===== src/rtl/mc_ctrl_pkg.sv =====
// Shared definitions for the multi-cycle controller: state, ALU op codes,
// opcode/funct constants and datapath mux select codes.
package mc_ctrl_pkg;

  typedef enum logic [2:0] {
    S_INIT, S_IF, S_ID, S_EX, S_MEM, S_WB, S_TRAP
  } state_e;

  // Encoding is consumed directly by the ALU.
  typedef enum logic [2:0] {
    ALU_ADD = 3'b000,
    ALU_SUB = 3'b001,
    ALU_AND = 3'b010,
    ALU_OR  = 3'b011,
    ALU_XOR = 3'b100,
    ALU_SHL = 3'b101,
    ALU_SHR = 3'b110,
    ALU_NOT = 3'b111
  } alu_op_e;

  typedef enum logic [2:0] {
    CL_RTYPE, CL_IARITH, CL_LW, CL_SW, CL_BEQ, CL_J
  } iclass_e;

  localparam logic [5:0] OP_RTYPE = 6'b000000;
  localparam logic [5:0] OP_J     = 6'b000010;
  localparam logic [5:0] OP_BEQ   = 6'b000100;
  localparam logic [5:0] OP_ADDI  = 6'b001000;
  localparam logic [5:0] OP_ANDI  = 6'b001100;
  localparam logic [5:0] OP_ORI   = 6'b001101;
  localparam logic [5:0] OP_XORI  = 6'b001110;
  localparam logic [5:0] OP_LW    = 6'b100011;
  localparam logic [5:0] OP_SW    = 6'b101011;

  localparam logic [5:0] FN_SLL = 6'b000000;
  localparam logic [5:0] FN_SRL = 6'b000010;
  localparam logic [5:0] FN_ADD = 6'b100000;
  localparam logic [5:0] FN_SUB = 6'b100010;
  localparam logic [5:0] FN_AND = 6'b100100;
  localparam logic [5:0] FN_OR  = 6'b100101;
  localparam logic [5:0] FN_XOR = 6'b100110;

  localparam logic [1:0] PC_SRC_ALU    = 2'b00;
  localparam logic [1:0] PC_SRC_ALUOUT = 2'b01;
  localparam logic [1:0] PC_SRC_JUMP   = 2'b10;

  localparam logic [1:0] A_PC = 2'b00;
  localparam logic [1:0] A_RS = 2'b01;
  localparam logic [1:0] A_RT = 2'b10;

  localparam logic [2:0] B_RT     = 3'b000;
  localparam logic [2:0] B_FOUR   = 3'b001;
  localparam logic [2:0] B_SEXT   = 3'b010;
  localparam logic [2:0] B_ZEXT   = 3'b011;
  localparam logic [2:0] B_SHAMT  = 3'b100;
  localparam logic [2:0] B_BRANCH = 3'b101;

  typedef struct packed {
    iclass_e iclass;
    alu_op_e alu_op;
    logic    imm_zext;
    logic    is_shift;
    logic    illegal;
  } decode_t;

endpackage


===== src/rtl/mc_ctrl_instr_decode.sv =====
// Combinational instruction decoder: maps the IR to instruction class,
// ALU operation, immediate/shift flavour and an illegal-encoding flag.
module instr_decode
  import mc_ctrl_pkg::*;
(
  input  logic [31:0] ir_i,
  output decode_t     dec_o
);

  logic [5:0] opcode;
  logic [5:0] funct;
  logic       unused_ir;

  assign opcode    = ir_i[31:26];
  assign funct     = ir_i[5:0];
  assign unused_ir = ^ir_i[25:6];

  always_comb begin
    dec_o = '{iclass: CL_RTYPE, alu_op: ALU_ADD, imm_zext: 1'b0,
              is_shift: 1'b0, illegal: 1'b0};
    case (opcode)
      OP_RTYPE: begin
        case (funct)
          FN_ADD:  dec_o.alu_op = ALU_ADD;
          FN_SUB:  dec_o.alu_op = ALU_SUB;
          FN_AND:  dec_o.alu_op = ALU_AND;
          FN_OR:   dec_o.alu_op = ALU_OR;
          FN_XOR:  dec_o.alu_op = ALU_XOR;
          FN_SLL:  begin dec_o.alu_op = ALU_SHL; dec_o.is_shift = 1'b1; end
          FN_SRL:  begin dec_o.alu_op = ALU_SHR; dec_o.is_shift = 1'b1; end
          default: dec_o.illegal = 1'b1;
        endcase
      end
      OP_ADDI: dec_o.iclass = CL_IARITH;
      OP_ANDI: begin dec_o.iclass = CL_IARITH; dec_o.alu_op = ALU_AND; dec_o.imm_zext = 1'b1; end
      OP_ORI:  begin dec_o.iclass = CL_IARITH; dec_o.alu_op = ALU_OR;  dec_o.imm_zext = 1'b1; end
      OP_XORI: begin dec_o.iclass = CL_IARITH; dec_o.alu_op = ALU_XOR; dec_o.imm_zext = 1'b1; end
      OP_LW:   dec_o.iclass = CL_LW;
      OP_SW:   dec_o.iclass = CL_SW;
      OP_BEQ:  begin dec_o.iclass = CL_BEQ; dec_o.alu_op = ALU_SUB; end
      OP_J:    dec_o.iclass = CL_J;
      default: dec_o.illegal = 1'b1;
    endcase
  end

endmodule


===== src/rtl/mc_ctrl.sv =====
// Multi-cycle control unit: fetch/decode/execute/memory/writeback sequencer
// with ready-handshaked memory and a sticky trap on illegal encodings.
module mc_ctrl
  import mc_ctrl_pkg::*;
#(
  parameter int unsigned PC_STEP = 4
) (
  input  logic        clk,
  input  logic        rst_n,
  input  logic [31:0] ir,
  input  logic        alu_zero,
  input  logic        mem_ready,
  output logic        mem_re,
  output logic        mem_we,
  output logic        ir_we,
  output logic        pc_we,
  output logic [1:0]  pc_src,
  output logic        aluout_we,
  output logic [1:0]  alu_a_sel,
  output logic [2:0]  alu_b_sel,
  output logic [2:0]  alu_op,
  output logic        rf_we,
  output logic        rf_dst_sel,
  output logic        rf_wd_sel,
  output logic        retire,
  output logic        illegal
);

  // PC increment comes from the constant-4 ALU input, not from this parameter.
  localparam int unsigned unused_pc_step = PC_STEP;

  state_e  state_q, state_d;
  decode_t dec;

  instr_decode u_decode (
    .ir_i  (ir),
    .dec_o (dec)
  );

  always_ff @(posedge clk or negedge rst_n) begin
    if (!rst_n) state_q <= S_INIT;
    else        state_q <= state_d;
  end

  always_comb begin
    state_d = state_q;
    case (state_q)
      S_INIT: state_d = S_IF;
      S_IF:   if (mem_ready) state_d = S_ID;
      S_ID: begin
        if (dec.illegal)              state_d = S_TRAP;
        else if (dec.iclass == CL_J)  state_d = S_IF;
        else                          state_d = S_EX;
      end
      S_EX: begin
        case (dec.iclass)
          CL_LW, CL_SW: state_d = S_MEM;
          CL_BEQ:       state_d = S_IF;
          default:      state_d = S_WB;
        endcase
      end
      S_MEM:  if (mem_ready) state_d = (dec.iclass == CL_LW) ? S_WB : S_IF;
      S_WB:   state_d = S_IF;
      S_TRAP: state_d = S_TRAP;
      default: state_d = S_INIT;
    endcase
  end

  always_comb begin
    mem_re     = 1'b0;
    mem_we     = 1'b0;
    ir_we      = 1'b0;
    pc_we      = 1'b0;
    pc_src     = PC_SRC_ALU;
    aluout_we  = 1'b0;
    alu_a_sel  = A_PC;
    alu_b_sel  = B_RT;
    alu_op     = ALU_ADD;
    rf_we      = 1'b0;
    rf_dst_sel = 1'b0;
    rf_wd_sel  = 1'b0;
    retire     = 1'b0;
    illegal    = 1'b0;
    case (state_q)
      S_IF: begin
        mem_re    = 1'b1;
        alu_b_sel = B_FOUR;
        ir_we     = mem_ready;
        pc_we     = mem_ready;
      end
      S_ID: begin
        alu_b_sel = B_BRANCH;
        aluout_we = 1'b1;
        if (!dec.illegal && dec.iclass == CL_J) begin
          pc_we  = 1'b1;
          pc_src = PC_SRC_JUMP;
          retire = 1'b1;
        end
      end
      S_EX: begin
        alu_a_sel = A_RS;
        aluout_we = 1'b1;
        case (dec.iclass)
          CL_RTYPE: begin
            alu_op = dec.alu_op;
            if (dec.is_shift) begin
              alu_a_sel = A_RT;
              alu_b_sel = B_SHAMT;
            end
          end
          CL_IARITH: begin
            alu_op    = dec.alu_op;
            alu_b_sel = dec.imm_zext ? B_ZEXT : B_SEXT;
          end
          CL_BEQ: begin
            alu_op    = ALU_SUB;
            aluout_we = 1'b0;
            pc_we     = alu_zero;
            pc_src    = PC_SRC_ALUOUT;
            retire    = 1'b1;
          end
          default: alu_b_sel = B_SEXT;
        endcase
      end
      S_MEM: begin
        if (dec.iclass == CL_LW) begin
          mem_re = 1'b1;
        end else begin
          mem_we = 1'b1;
          retire = mem_ready;
        end
      end
      S_WB: begin
        rf_we      = 1'b1;
        retire     = 1'b1;
        rf_wd_sel  = (dec.iclass == CL_LW);
        rf_dst_sel = (dec.iclass == CL_RTYPE);
      end
      S_TRAP: illegal = 1'b1;
      default: ;
    endcase
  end

endmodule


===== config.mk =====
export PLATFORM = sky130hd
export DESIGN_NAME = mc_ctrl
export DESIGN_NICKNAME = d
export VERILOG_FILES = /design/src/rtl/mc_ctrl_pkg.sv /design/src/rtl/mc_ctrl_instr_decode.sv /design/src/rtl/mc_ctrl.sv
export SDC_FILE = /design/constraint.sdc
export NUM_CORES = 1
export LEC_CHECK = 0
export CAP_MARGIN = 10
export CORE_AREA = 8 8 59 61
export DETAILED_ROUTE_END_ITERATION = 8
export DIE_AREA = 0 0 67 69
export GPL_TIMING_DRIVEN = 1
export PLACE_DENSITY_LB_ADDON = 0.1
export SETUP_SLACK_MARGIN = 0.02
export SYNTH_ARGS = -nofsm -noshare
export SYNTH_HDL_FRONTEND = slang
export SYNTH_HIERARCHICAL = 1
export SYNTH_SLANG_ARGS = --single-unit

===== constraint.sdc =====
create_clock -name clk -period 2.8 [get_ports clk]
set_input_delay 0.42 -clock clk [delete_from_list [all_inputs] [get_ports clk]]
set_output_delay 0.42 -clock clk [all_outputs]
set_load 0.03 [all_outputs]

==> results.toml <==
[run_status]
status = "complete, no violations"

[critical_path]
reg2reg_from = "state_q[0]"
worst-path-stages = 10
reg2reg_slack_ns = 1.27
crit_slowest_cell = "or3_4"
endpoint_kind = "output pin"
critPathBufInv = 2
cp_slowest_stage_delay_ns = 0.40
critPathCapture = "retire"
critPathMaxFanout = 7
cp-start-kind = "primary input"
crit_required_ns = 2.38
crit_chain = "dlygate4sd2_1, or3_4, nand2b_4, a21oi_2, a221o_1, nand4bb_4, nor2_4, a221oi_1, nor2_1, buf_4"
path_class = "primary input to output pin"
startpoint = "ir[30]"
r2r_cells = 5
cp.arrival_ns = 2.30
r2r-end = "state_q[2]"
critPathTopFamily = "simple AND/OR/NAND/NOR gates"

[routing]
final_antenna_net_count = 0
wl_per_cell_microns = 13.39
vias = 1140
dr.first_iter.drc_count = 87
drt_wl_total_microns = 2879
drcViolationCount = 0
viasPerCell = 5.302
dr.pass1.iters = 4

[timing]
hold_slack_ns = 0.3628
rsz0062_at_grt = "yes"
hold_viol = 0
finalCritPeriodShare_pct = 97.07
setup_ws_ns = 0.08214
tightest_slew_ns = 0.4686
slew_viol_final = 0
fin_crit_ns = 2.718
slew-limit-headroom_pct = 68.76
clock_skew_ns = 0.005549
fmax_ghz = 0.3679
setup_viol = 0

[final_layout]
stdcell_count = 215
fillers = 254
largest_reg_flops = 3
layout_commonest_cell = "buf_4"
final_area_sq_mm = 0.001491
regArea_sq_um = 75.07
post_route_cells_drive_above_1_share_pct = 41.30
final_util_pct = 57.03
multiInputGateArea_sq_um = 787.0
largest_registers = "state_q (3)"
top_register = "state_q"
finalNetCount = 222
most-common-layout-cells = "buf_4, nand2_1, nor2_1, clkdlybuf4s50_1, dlygate4sd2_1"
syn2layout_area_growth_pct = 71.76
antennaDiodeCount = 0

[pwr]
p_per_area_mw_per_mm2 = 511.9
ir_drop_mv = 0.3540
p_leak_nw = 0.6879

[synthesis]
synth_seq_area_share_pct = 8.646
yosysWarnings = 6
ys_top_cells_by_area = "dfrtp_1, nor2_1, o21ai_0"
synth_top_area_share_pct = 8.646
synthCells = 125
syn_area_sq_um = 868.3
ys.flop_type = "dfrtp_1"
synth_seq_cells = 3
synth_nets = 162
syn_area_per_cell_sq_um = 6.947
synthArstFlopShare_pct = 100.0
synth_enable_flop_cells = 0
yosysTopAreaCell = "dfrtp_1"
synth_cell_types = 56

[cts]
clock_sinks = 3
ctsLongestPathBuffers = 2
numCtsBuffers = 3
insertion_delay_ns = 0.24
path_clk_slew_ns = 0.04
cts-root-buf = "clkbuf_4"
cts_tree = "done"
cts.htree.levels = 1

[place]
pre_cts_ws_ns = -0.3900
post-dp-hpwl_microns = 2313
gp_congestion = 0.8135
io_buffers = 35
dp_cells = 210
placed_area_sq_mm = 0.001374

[floorplan]
die_y_microns = 69
die_area_sq_mm = 0.004623
initial_utilization_pct = 33.21
die_x_microns = 67
ios = 56
core-area_sq_mm = 0.002615
num_rows = 19

[job]
maxCapViolCount = 0

[min_path]
hold_path_class = "primary input to async pin"

[global_routing]
grt_max_degree = 17
grt_usage_pct = 12.21
antenna_found_initial = 0
grt_pass1_wl_microns = 4802
grt.overflow.total = 0
grt_pass1_vias = 1140
## report_power, final
part	internal (mW)	total [mW]	switching [mW]
Sequential	0.0609	0.126	0.0649
Clock	0.0535	0.0775	0.0240
Combinational	0.238	0.560	0.322
## layer usage
layer | global-route usage [%] | wire [microns] | vias to the layer above
met3 | 2.585 | 155 | 2
li1 | - | - | 583
met1 | 15.21 | 1256 | 522
met4 | 2.791 | 24 | 0
met2 | 20.43 | 1442 | 33
met5 | 0 | 0 | -
## per-stage QoR
stage | power (mW) | TNS [ns]
after global placement | 0.6777 | -2.318
after global routing | 0.8249 | -0.03667
final | 0.7634 | 0
after detailed placement | 0.6843 | -2.466
after CTS | 0.7617 | 0
after floorplan | 0.4810 | -0.002828
## synthesized netlist by cell type (2+ instances only)
cell      number
nor3_1         5
nor4_2         2
nand2_1       11
dfrtp_1        3
a31oi_1        4
o21ai_0        9
nor2_1        13
buf_6          4
inv_1          6
nand3b_1       3
nor3b_1        4
and2_1         2
a21oi_1        7
nand2b_1       2
buf_4          2
and3_1         2
buf_2          2
nand3_1        6
## cell families (layout without fill, tap and decap cells)
group | after synthesis | after routing | share of synthesized area [%]
AO/OA/AOI/OAI | 35 | 35 | 27.38
AND/OR/NAND/NOR | 67 | 67 | 48.42
adder cells (fa/ha/maj) | 1 | 1 | 1.441
XOR/XNOR | 2 | 2 | 2.018
buffers and inverters | 17 | 76 | 12.10
flip-flops | 3 | 3 | 8.645
## layout make-up
| cell class | instances | area share (%) |
|---|---|---|
| Timing Repair Buffer | 65 | 36.07 |
| Clock buffer | 4 | 1.762 |
| Sequential cell | 3 | 5.034 |
| Tap cell | 31 | 2.601 |
| Multi-Input combinational cell | 105 | 52.77 |
| Inverter | 7 | 1.762 |
## how the worst min path moves through the flow
stage          cells after the start         end  slack (ns)   from
2_1_floorplan                      0  state_q[0]        0.12  rst_n
3_3_place_gp                       1  state_q[2]        0.61  rst_n
3_5_place_dp                       1  state_q[0]        0.61  rst_n
4_1_cts                            1  state_q[0]        0.36  rst_n
5_1_grt                            1  state_q[1]        0.37  rst_n
6_report                           1  state_q[0]        0.36  rst_n
## repair_timing
action | 4_1_cts | 5_1_grt
resized for setup | 24 | 16
setup buffers | 1 | 0
hold buffers | 0 | 0
cloned | 0 | 0
endpoints found under the hold margin | 0 | 0
pin swaps | 6 | 3
endpoints found under the setup margin | 12 | 5
Power figures use the tool's default switching activity.
